File: config.mk
export PLATFORM = sky130hd
export DESIGN_NAME = fetch_decode_flat
export DESIGN_NICKNAME = d
export VERILOG_FILES = /design/src/rtl/fetch_decode_pkg.sv /design/src/rtl/fetch_decode_if.sv /design/src/rtl/fetch_decode_field_decode.sv /design/src/rtl/fetch_decode.sv /design/src/flat_wrapper.sv
export SDC_FILE = /design/constraint.sdc
export NUM_CORES = 1
export LEC_CHECK = 0
export ABC_AREA = 1
export CELL_PAD_IN_SITES_DETAIL_PLACEMENT = 1
export CELL_PAD_IN_SITES_GLOBAL_PLACEMENT = 1
export CORE_UTILIZATION = 35
export DETAILED_ROUTE_END_ITERATION = 8
export PLACE_DENSITY = 0.95
export SLEW_MARGIN = 20
export SYNTH_ARGS = -nofsm -noshare
export SYNTH_HDL_FRONTEND = slang
export SYNTH_HIERARCHICAL = 1
export SYNTH_SLANG_ARGS = --single-unit
File: constraint.sdc
create_clock -name i_clk -period 2.7 [get_ports i_clk]
set_input_delay 0.54 -clock i_clk [delete_from_list [all_inputs] [get_ports i_clk]]
set_output_delay 0.54 -clock i_clk [all_outputs]
set_load 0.01 [all_outputs]
File: src/rtl/fetch_decode_pkg.sv
// Shared definitions for the C0 fetch/decode stage: instruction field layout,
// class codes, sequencer states and the decoded control bundle.
package fetch_decode_pkg;

   localparam int ADDR_W = 8;
   localparam int INST_W = 26;
   localparam int RET_W  = 16;

   localparam int CLS_LSB = 24;
   localparam int MS_LSB  = 22;
   localparam int IRS_POS = 21;
   localparam int RS_LSB  = 18;
   localparam int AR_LSB  = 15;
   localparam int BS_LSB  = 12;
   localparam int OP_LSB  = 8;
   localparam int IMM_LSB = 0;

   typedef enum logic [1:0] {
      CLS_NOP = 2'b00,
      CLS_ALU = 2'b01,
      CLS_JMP = 2'b10,
      CLS_MEM = 2'b11
   } cls_e;

   localparam logic [3:0] OP_HLT = 4'hF;

   typedef enum logic [2:0] {
      ST_FETCH   = 3'd0,
      ST_EXEC1   = 3'd1,
      ST_EXEC2   = 3'd2,
      ST_HALTED  = 3'd3,
      ST_FAULTED = 3'd4
   } state_e;

   typedef struct packed {
      cls_e       cls;
      logic       hlt;
      logic [1:0] ms;
      logic       irs;
      logic [2:0] rs;
      logic [2:0] ar;
      logic [2:0] bs;
      logic [3:0] op;
      logic [7:0] imm;
   } ctrl_t;

   function automatic logic is_hlt(input logic [INST_W-1:0] w);
      return (cls_e'(w[CLS_LSB +: 2]) == CLS_NOP) && (w[OP_LSB +: 4] == OP_HLT);
   endfunction

endpackage

File: src/rtl/fetch_decode_if.sv
// ROM fetch port: the stage drives address/request, the ROM answers with ack/data.
// The request is held until acknowledged; data is only meaningful on the ack cycle.
interface fetch_decode_if;
   import fetch_decode_pkg::*;

   logic [ADDR_W-1:0] rom_addr;
   logic              rom_req;
   logic              rom_ack;
   logic [INST_W-1:0] rom_data;

   modport master (
      output rom_addr,
      output rom_req,
      input  rom_ack,
      input  rom_data
   );

   modport slave (
      input  rom_addr,
      input  rom_req,
      output rom_ack,
      output rom_data
   );

endinterface

File: src/rtl/fetch_decode_field_decode.sv
// Purely combinational split of an instruction word into class, HLT flag and select fields.
// Zero latency; no class gating here, the sequencer decides when the class strobes are live.
module fetch_decode_field_decode
   import fetch_decode_pkg::*;
(
   input  logic [INST_W-1:0] i_ir,
   output ctrl_t             o_ctrl
);

   always_comb begin
      o_ctrl     = '0;
      o_ctrl.cls = cls_e'(i_ir[CLS_LSB +: 2]);
      o_ctrl.hlt = is_hlt(i_ir);
      o_ctrl.ms  = i_ir[MS_LSB +: 2];
      o_ctrl.irs = i_ir[IRS_POS];
      o_ctrl.rs  = i_ir[RS_LSB +: 3];
      o_ctrl.ar  = i_ir[AR_LSB +: 3];
      o_ctrl.bs  = i_ir[BS_LSB +: 3];
      o_ctrl.op  = i_ir[OP_LSB +: 4];
      o_ctrl.imm = i_ir[IMM_LSB +: 8];
   end

endmodule

File: src/rtl/fetch_decode.sv
// C0 fetch/decode sequencer: FETCH (waits on ROM ack, bounded) -> EXEC1 (CLK1) -> EXEC2 (CLK2),
// at least 3 cycles per instruction; HLT or an ack timeout parks the core until reset.
module fetch_decode
   import fetch_decode_pkg::*;
#(
   parameter int ACK_TIMEOUT = 15
) (
   input  logic              i_clk,
   input  logic              i_rst,
   input  logic [ADDR_W-1:0] i_addr,
   fetch_decode_if.master    io_rom,
   output logic              o_mem_inst,
   output logic              o_alu_inst,
   output logic              o_jmp_inst,
   output logic              o_ms1,
   output logic              o_ms0,
   output logic              o_irs,
   output logic [2:0]        o_rs,
   output logic [2:0]        o_ar,
   output logic [2:0]        o_bs,
   output logic [3:0]        o_op,
   output logic [7:0]        o_imm,
   output logic              o_clk1,
   output logic              o_clk2,
   output logic              o_halt,
   output logic              o_fault,
   output logic [RET_W-1:0]  o_retired
);

   localparam int              CNT_W    = $clog2(ACK_TIMEOUT + 1);
   localparam logic [CNT_W-1:0] CNT_LAST = CNT_W'(ACK_TIMEOUT - 1);

   state_e             r_state;
   state_e             w_next;
   logic [INST_W-1:0]  r_ir;
   logic [CNT_W-1:0]   r_cnt;
   logic [RET_W-1:0]   r_retired;
   logic               r_clk1;
   logic               r_clk2;
   ctrl_t              w_ctrl;
   logic               w_ack;
   logic               w_req;
   logic               w_exec;
   logic               w_halt;
   logic               w_fault;

   assign w_ack = io_rom.rom_ack;

   fetch_decode_field_decode u_field_decode (
      .i_ir   (r_ir),
      .o_ctrl (w_ctrl)
   );

   always_ff @(posedge i_clk or posedge i_rst) begin
      if (i_rst) begin
         r_state <= ST_FETCH;
      end else begin
         r_state <= w_next;
      end
   end

   always_comb begin
      w_next = r_state;
      case (r_state)
         ST_FETCH: begin
            if (w_ack) begin
               w_next = ST_EXEC1;
            end else if (r_cnt == CNT_LAST) begin
               w_next = ST_FAULTED;
            end
         end
         ST_EXEC1:   w_next = w_ctrl.hlt ? ST_HALTED : ST_EXEC2;
         ST_EXEC2:   w_next = ST_FETCH;
         ST_HALTED:  w_next = ST_HALTED;
         ST_FAULTED: w_next = ST_FAULTED;
         default:    w_next = ST_FETCH;
      endcase
   end

   // Request is masked by reset directly so nothing reaches the ROM while reset is held.
   always_comb begin
      w_req   = 1'b0;
      w_exec  = 1'b0;
      w_halt  = 1'b0;
      w_fault = 1'b0;
      case (r_state)
         ST_FETCH:           w_req = !i_rst;
         ST_EXEC1, ST_EXEC2: w_exec = 1'b1;
         ST_HALTED:          w_halt = 1'b1;
         ST_FAULTED: begin
            w_halt  = 1'b1;
            w_fault = 1'b1;
         end
         default: ;
      endcase
   end

   // Strobes are registered from the next state so each is a clean, single-cycle pulse.
   always_ff @(posedge i_clk or posedge i_rst) begin
      if (i_rst) begin
         r_ir      <= '0;
         r_cnt     <= '0;
         r_retired <= '0;
         r_clk1    <= 1'b0;
         r_clk2    <= 1'b0;
      end else begin
         r_clk1 <= (w_next == ST_EXEC1);
         r_clk2 <= (w_next == ST_EXEC2);
         if (r_state == ST_FETCH) begin
            if (w_ack) begin
               r_ir  <= io_rom.rom_data;
               r_cnt <= '0;
            end else begin
               r_cnt <= r_cnt + CNT_W'(1);
            end
         end
         if ((r_state == ST_EXEC2) || ((r_state == ST_EXEC1) && w_ctrl.hlt)) begin
            r_retired <= r_retired + RET_W'(1);
         end
      end
   end

   assign io_rom.rom_req  = w_req;
   assign io_rom.rom_addr = w_req ? i_addr : '0;

   assign o_mem_inst = w_exec && (w_ctrl.cls == CLS_MEM);
   assign o_alu_inst = w_exec && (w_ctrl.cls == CLS_ALU);
   assign o_jmp_inst = w_exec && (w_ctrl.cls == CLS_JMP);
   assign o_ms1      = w_ctrl.ms[1];
   assign o_ms0      = w_ctrl.ms[0];
   assign o_irs      = w_ctrl.irs;
   assign o_rs       = w_ctrl.rs;
   assign o_ar       = w_ctrl.ar;
   assign o_bs       = w_ctrl.bs;
   assign o_op       = w_ctrl.op;
   assign o_imm      = w_ctrl.imm;
   assign o_clk1     = r_clk1;
   assign o_clk2     = r_clk2;
   assign o_halt     = w_halt;
   assign o_fault    = w_fault;
   assign o_retired  = r_retired;

endmodule
File: src/flat_wrapper.sv
// flat-port wrapper written by rule: the top's interface ports become plain ports
module fetch_decode_flat import fetch_decode_pkg::*;
#(
   parameter int ACK_TIMEOUT = 15
)
  (i_clk, i_rst, i_addr, o_mem_inst, o_alu_inst, o_jmp_inst, o_ms1, o_ms0, o_irs, o_rs, o_ar, o_bs, o_op, o_imm, o_clk1, o_clk2, o_halt, o_fault, o_retired, io_rom_rom_addr, io_rom_rom_req, io_rom_rom_ack, io_rom_rom_data);
  fetch_decode_if io_rom_i ();
  input  logic i_clk;
  input  logic i_rst;
  input  logic [ADDR_W-1:0] i_addr;
  output logic o_mem_inst;
  output logic o_alu_inst;
  output logic o_jmp_inst;
  output logic o_ms1;
  output logic o_ms0;
  output logic o_irs;
  output logic [2:0] o_rs;
  output logic [2:0] o_ar;
  output logic [2:0] o_bs;
  output logic [3:0] o_op;
  output logic [7:0] o_imm;
  output logic o_clk1;
  output logic o_clk2;
  output logic o_halt;
  output logic o_fault;
  output logic [RET_W-1:0] o_retired;
  output wire logic [$bits(io_rom_i.rom_addr)-1:0] io_rom_rom_addr;
  output wire logic [$bits(io_rom_i.rom_req)-1:0] io_rom_rom_req;
  input wire logic [$bits(io_rom_i.rom_ack)-1:0] io_rom_rom_ack;
  input wire logic [$bits(io_rom_i.rom_data)-1:0] io_rom_rom_data;
  assign io_rom_rom_addr = io_rom_i.rom_addr;
  assign io_rom_rom_req = io_rom_i.rom_req;
  assign io_rom_i.rom_ack = io_rom_rom_ack;
  assign io_rom_i.rom_data = io_rom_rom_data;
  fetch_decode #(.ACK_TIMEOUT(ACK_TIMEOUT)) u_core (.i_clk(i_clk), .i_rst(i_rst), .i_addr(i_addr), .io_rom(io_rom_i), .o_mem_inst(o_mem_inst), .o_alu_inst(o_alu_inst), .o_jmp_inst(o_jmp_inst), .o_ms1(o_ms1), .o_ms0(o_ms0), .o_irs(o_irs), .o_rs(o_rs), .o_ar(o_ar), .o_bs(o_bs), .o_op(o_op), .o_imm(o_imm), .o_clk1(o_clk1), .o_clk2(o_clk2), .o_halt(o_halt), .o_fault(o_fault), .o_retired(o_retired));
endmodule
==> impl_metrics.toml <==
[flow_run]
drv_cap = 0

[floorplanning]
rows = 31
die_y_um = 89.71
die_x_um = 89.71
die_area_mm2 = 0.008048
coreArea_mm2 = 0.007331
initial_utilization = 0.3673
boundaryPins = 93

[setup_path]
cp_max_fo = 8
startpoint_type = "flop"
cp_data_arrival_time_ns = 1.97
rr_worst_depth = 8
worstPathRequired_ns = 2.16
endpoint_kind = "output port"
crit_type = "reg2out"

[yosys]
synth_cells = 344
ys_ff_latch = 51
synth_top_cell_area_share = 0.4740
synth_area_leaders = "dfrtp_1, nand2_1, buf_4"
yosys.area.top_type = "dfrtp_1"
netlist_area_mm2 = 0.002693
synthArstFlopShare = 1.000
synth_cell_types = 22
ys_seq_area_frac = 0.4740
ys_warn_count = 6
syn_area_per_cell_um2 = 7.827
synth-main-ff-cell = "dfrtp_1"
syn_nets = 384
synth-edff-count = 0

[cells_and_area]
layout.cells.non_filler = 511
final_area_mm2 = 0.003576
multi_input_area_mm2 = 0.001012
regArea_mm2 = 0.001276
area_growth_pct = 32.81
drive_gt1_frac = 0.05825
layout_common_cells = "nand2_1, clkdlybuf4s50_1, dfrtp_1"
nNetsFinal = 451
fill_cells = 886
mostFrequentLayoutCell = "nand2_1"
antenna_cells = 0

[sta]
max_freq_mhz = 398.0
post-route-min-period_ns = 2.512
skew_ns = 0.009287
setup_tns_ns = 0
slew_viol_final = 0
fin_crit_sh = 0.9306
finalSetupViolations = 0
finalHoldViolations = 0
worst_slew_pin_slew_ns = 0.5714
relSlewSlack = 0.6185
rsz0062_at_grt = "no"

[grt]
overflow = 0
grt_util_all_layers = 0.1790
grt_max_degree = 31
grt_pass1_wl_mm = 11.81
antenna_found_initial = 0
grt_pass1_vias = 2487

[route]
dr.pass1.iters = 4
dr_total_vias = 2315
top_layer = "met4"
dr_wl_met3_um = 381
dr_wl_met2_mm = 3.472
drtIter0Drc = 64
via_per_inst = 4.530
wl_per_cell_um = 13.10
wl_met1_mm = 2.801
routed_wl_mm = 6.696
drc = 0
postRouteAntennaNets = 0

[run_status]
status = "completed"

[power_and_ir_drop]
leakagePower_uw = 0.001684
power_density_mw_per_mm2 = 863.5
vdd_ir_drop_max_uv = 442.2

[clock_network]
cts_tree = "built"
cts_setup_buffers = 0
root_buffer = "clkbuf_8"
clk_pin_slew_worst_paths_ns = 0.09
cts.sink_count = 51
h-tree-depth = 2
insertion_delay_ns = 0.30
cts_buffer_depth = 2
cts_made_buffers = 5

[min_path]
hp-class = "reg2reg"
hold_depth = 2

[placed_design]
place_area_mm2 = 0.003490
dp_hpwl_mm = 5.208
io_buffer_count = 92
gp_congestion = 0.7771
dp_cells = 503
==> report_power, final <==
part           switching (uW)  internal [uW]  total [uW]  leakage (uW)
combinational             724            692        1420      0.000986
sequential                217           1030        1250      0.000655
clock                     240            183         423     0.0000422
==> flip-flops by register name, summed over array words and instances (netlist names) <==
signal,cells
u_core/r_ir,26
u_core/r_state,3
u_core/r_cnt,4
u_core/o_retired,16
u_core/o_clk1,1
u_core/o_clk2,1
==> layer usage <==
layer  track usage  up-vias
met2        0.3269       65
met1        0.2118     1106
li1              -     1142
met5             0        -
met3       0.04399        2
met4       0.03689        0
==> worst max-delay path: stages, from the launching register on <==
cell	delay [ns]
dfrtp_1	0.46
nor2_4	0.17
nand2_4	0.11
nor2_1	0.14
inv_1	0.14
nor2_1	0.12
clkdlybuf4s50_1	0.55
==> worst paths after layout <==
path / start / end / slack [ns]
worst max-delay path: u_core/r_state[1] / io_rom_rom_addr[1] / 0.19
worst min-delay path: u_core/r_ir[20] / u_core/r_ir[20] / 0.48
worst max register to register: u_core/r_state[2] / u_core/o_retired[9] / 1.01
worst min register to register: u_core/r_ir[20] / u_core/r_ir[20] / 0.48
max in group asynchronous: i_rst / u_core/o_retired[5] / 1.49
min in group asynchronous: i_rst / u_core/r_cnt[2] / 0.65
==> cell usage after synthesis, drive strengths merged, types with 4 or more instances <==
library cell / n
a21oi: 4
buf: 33
dfrtp: 51
inv: 37
nand2: 143
nand3: 9
nand4: 5
nor2: 36
o21ai: 12
xnor2: 5
==> final cells by class <==
class                      count  area share
timing repair buffer          93      0.2631
clock inverter                 1    0.001400
tap                           99     0.03464
multi-input combinational    223      0.2831
inverter                      37     0.03954
clock buffer                   7     0.02134
sequential                    51      0.3569
==> through the flow <==
step | total power, uW | worst slack (ns) | hold slack (ns) | utilization
after floorplan | 2233 | 0.9074 | 0.4431 | -
after global placement | 2617 | 0.2956 | 0.4564 | 0.4760
after detailed placement | 2697 | 0.1935 | 0.4601 | 0.4760
after CTS | 3139 | 0.09652 | 0.4830 | 0.4871
after global routing | 3344 | 0.03458 | 0.5215 | 0.4878
final | 3088 | 0.1875 | 0.4820 | 0.4878
==> what timing repair did <==
action	4_1_cts	5_1_grt
setup endpoints to repair	0	5
hold buffers	0	0
resized for setup	0	1
==> cell families after synthesis <==
family / after synthesis / synth area share
DFF: 51 / 0.4740
xor gates and xnor gates: 8 / 0.02602
adders and majority gates: 3 / 0.01394
buffers and inverters: 70 / 0.1520
AOI/OAI and AO/OA: 16 / 0.03253
and+or+nand+nor: 196 / 0.3016
No activity file was read; power rests on OpenSTA's default activity.
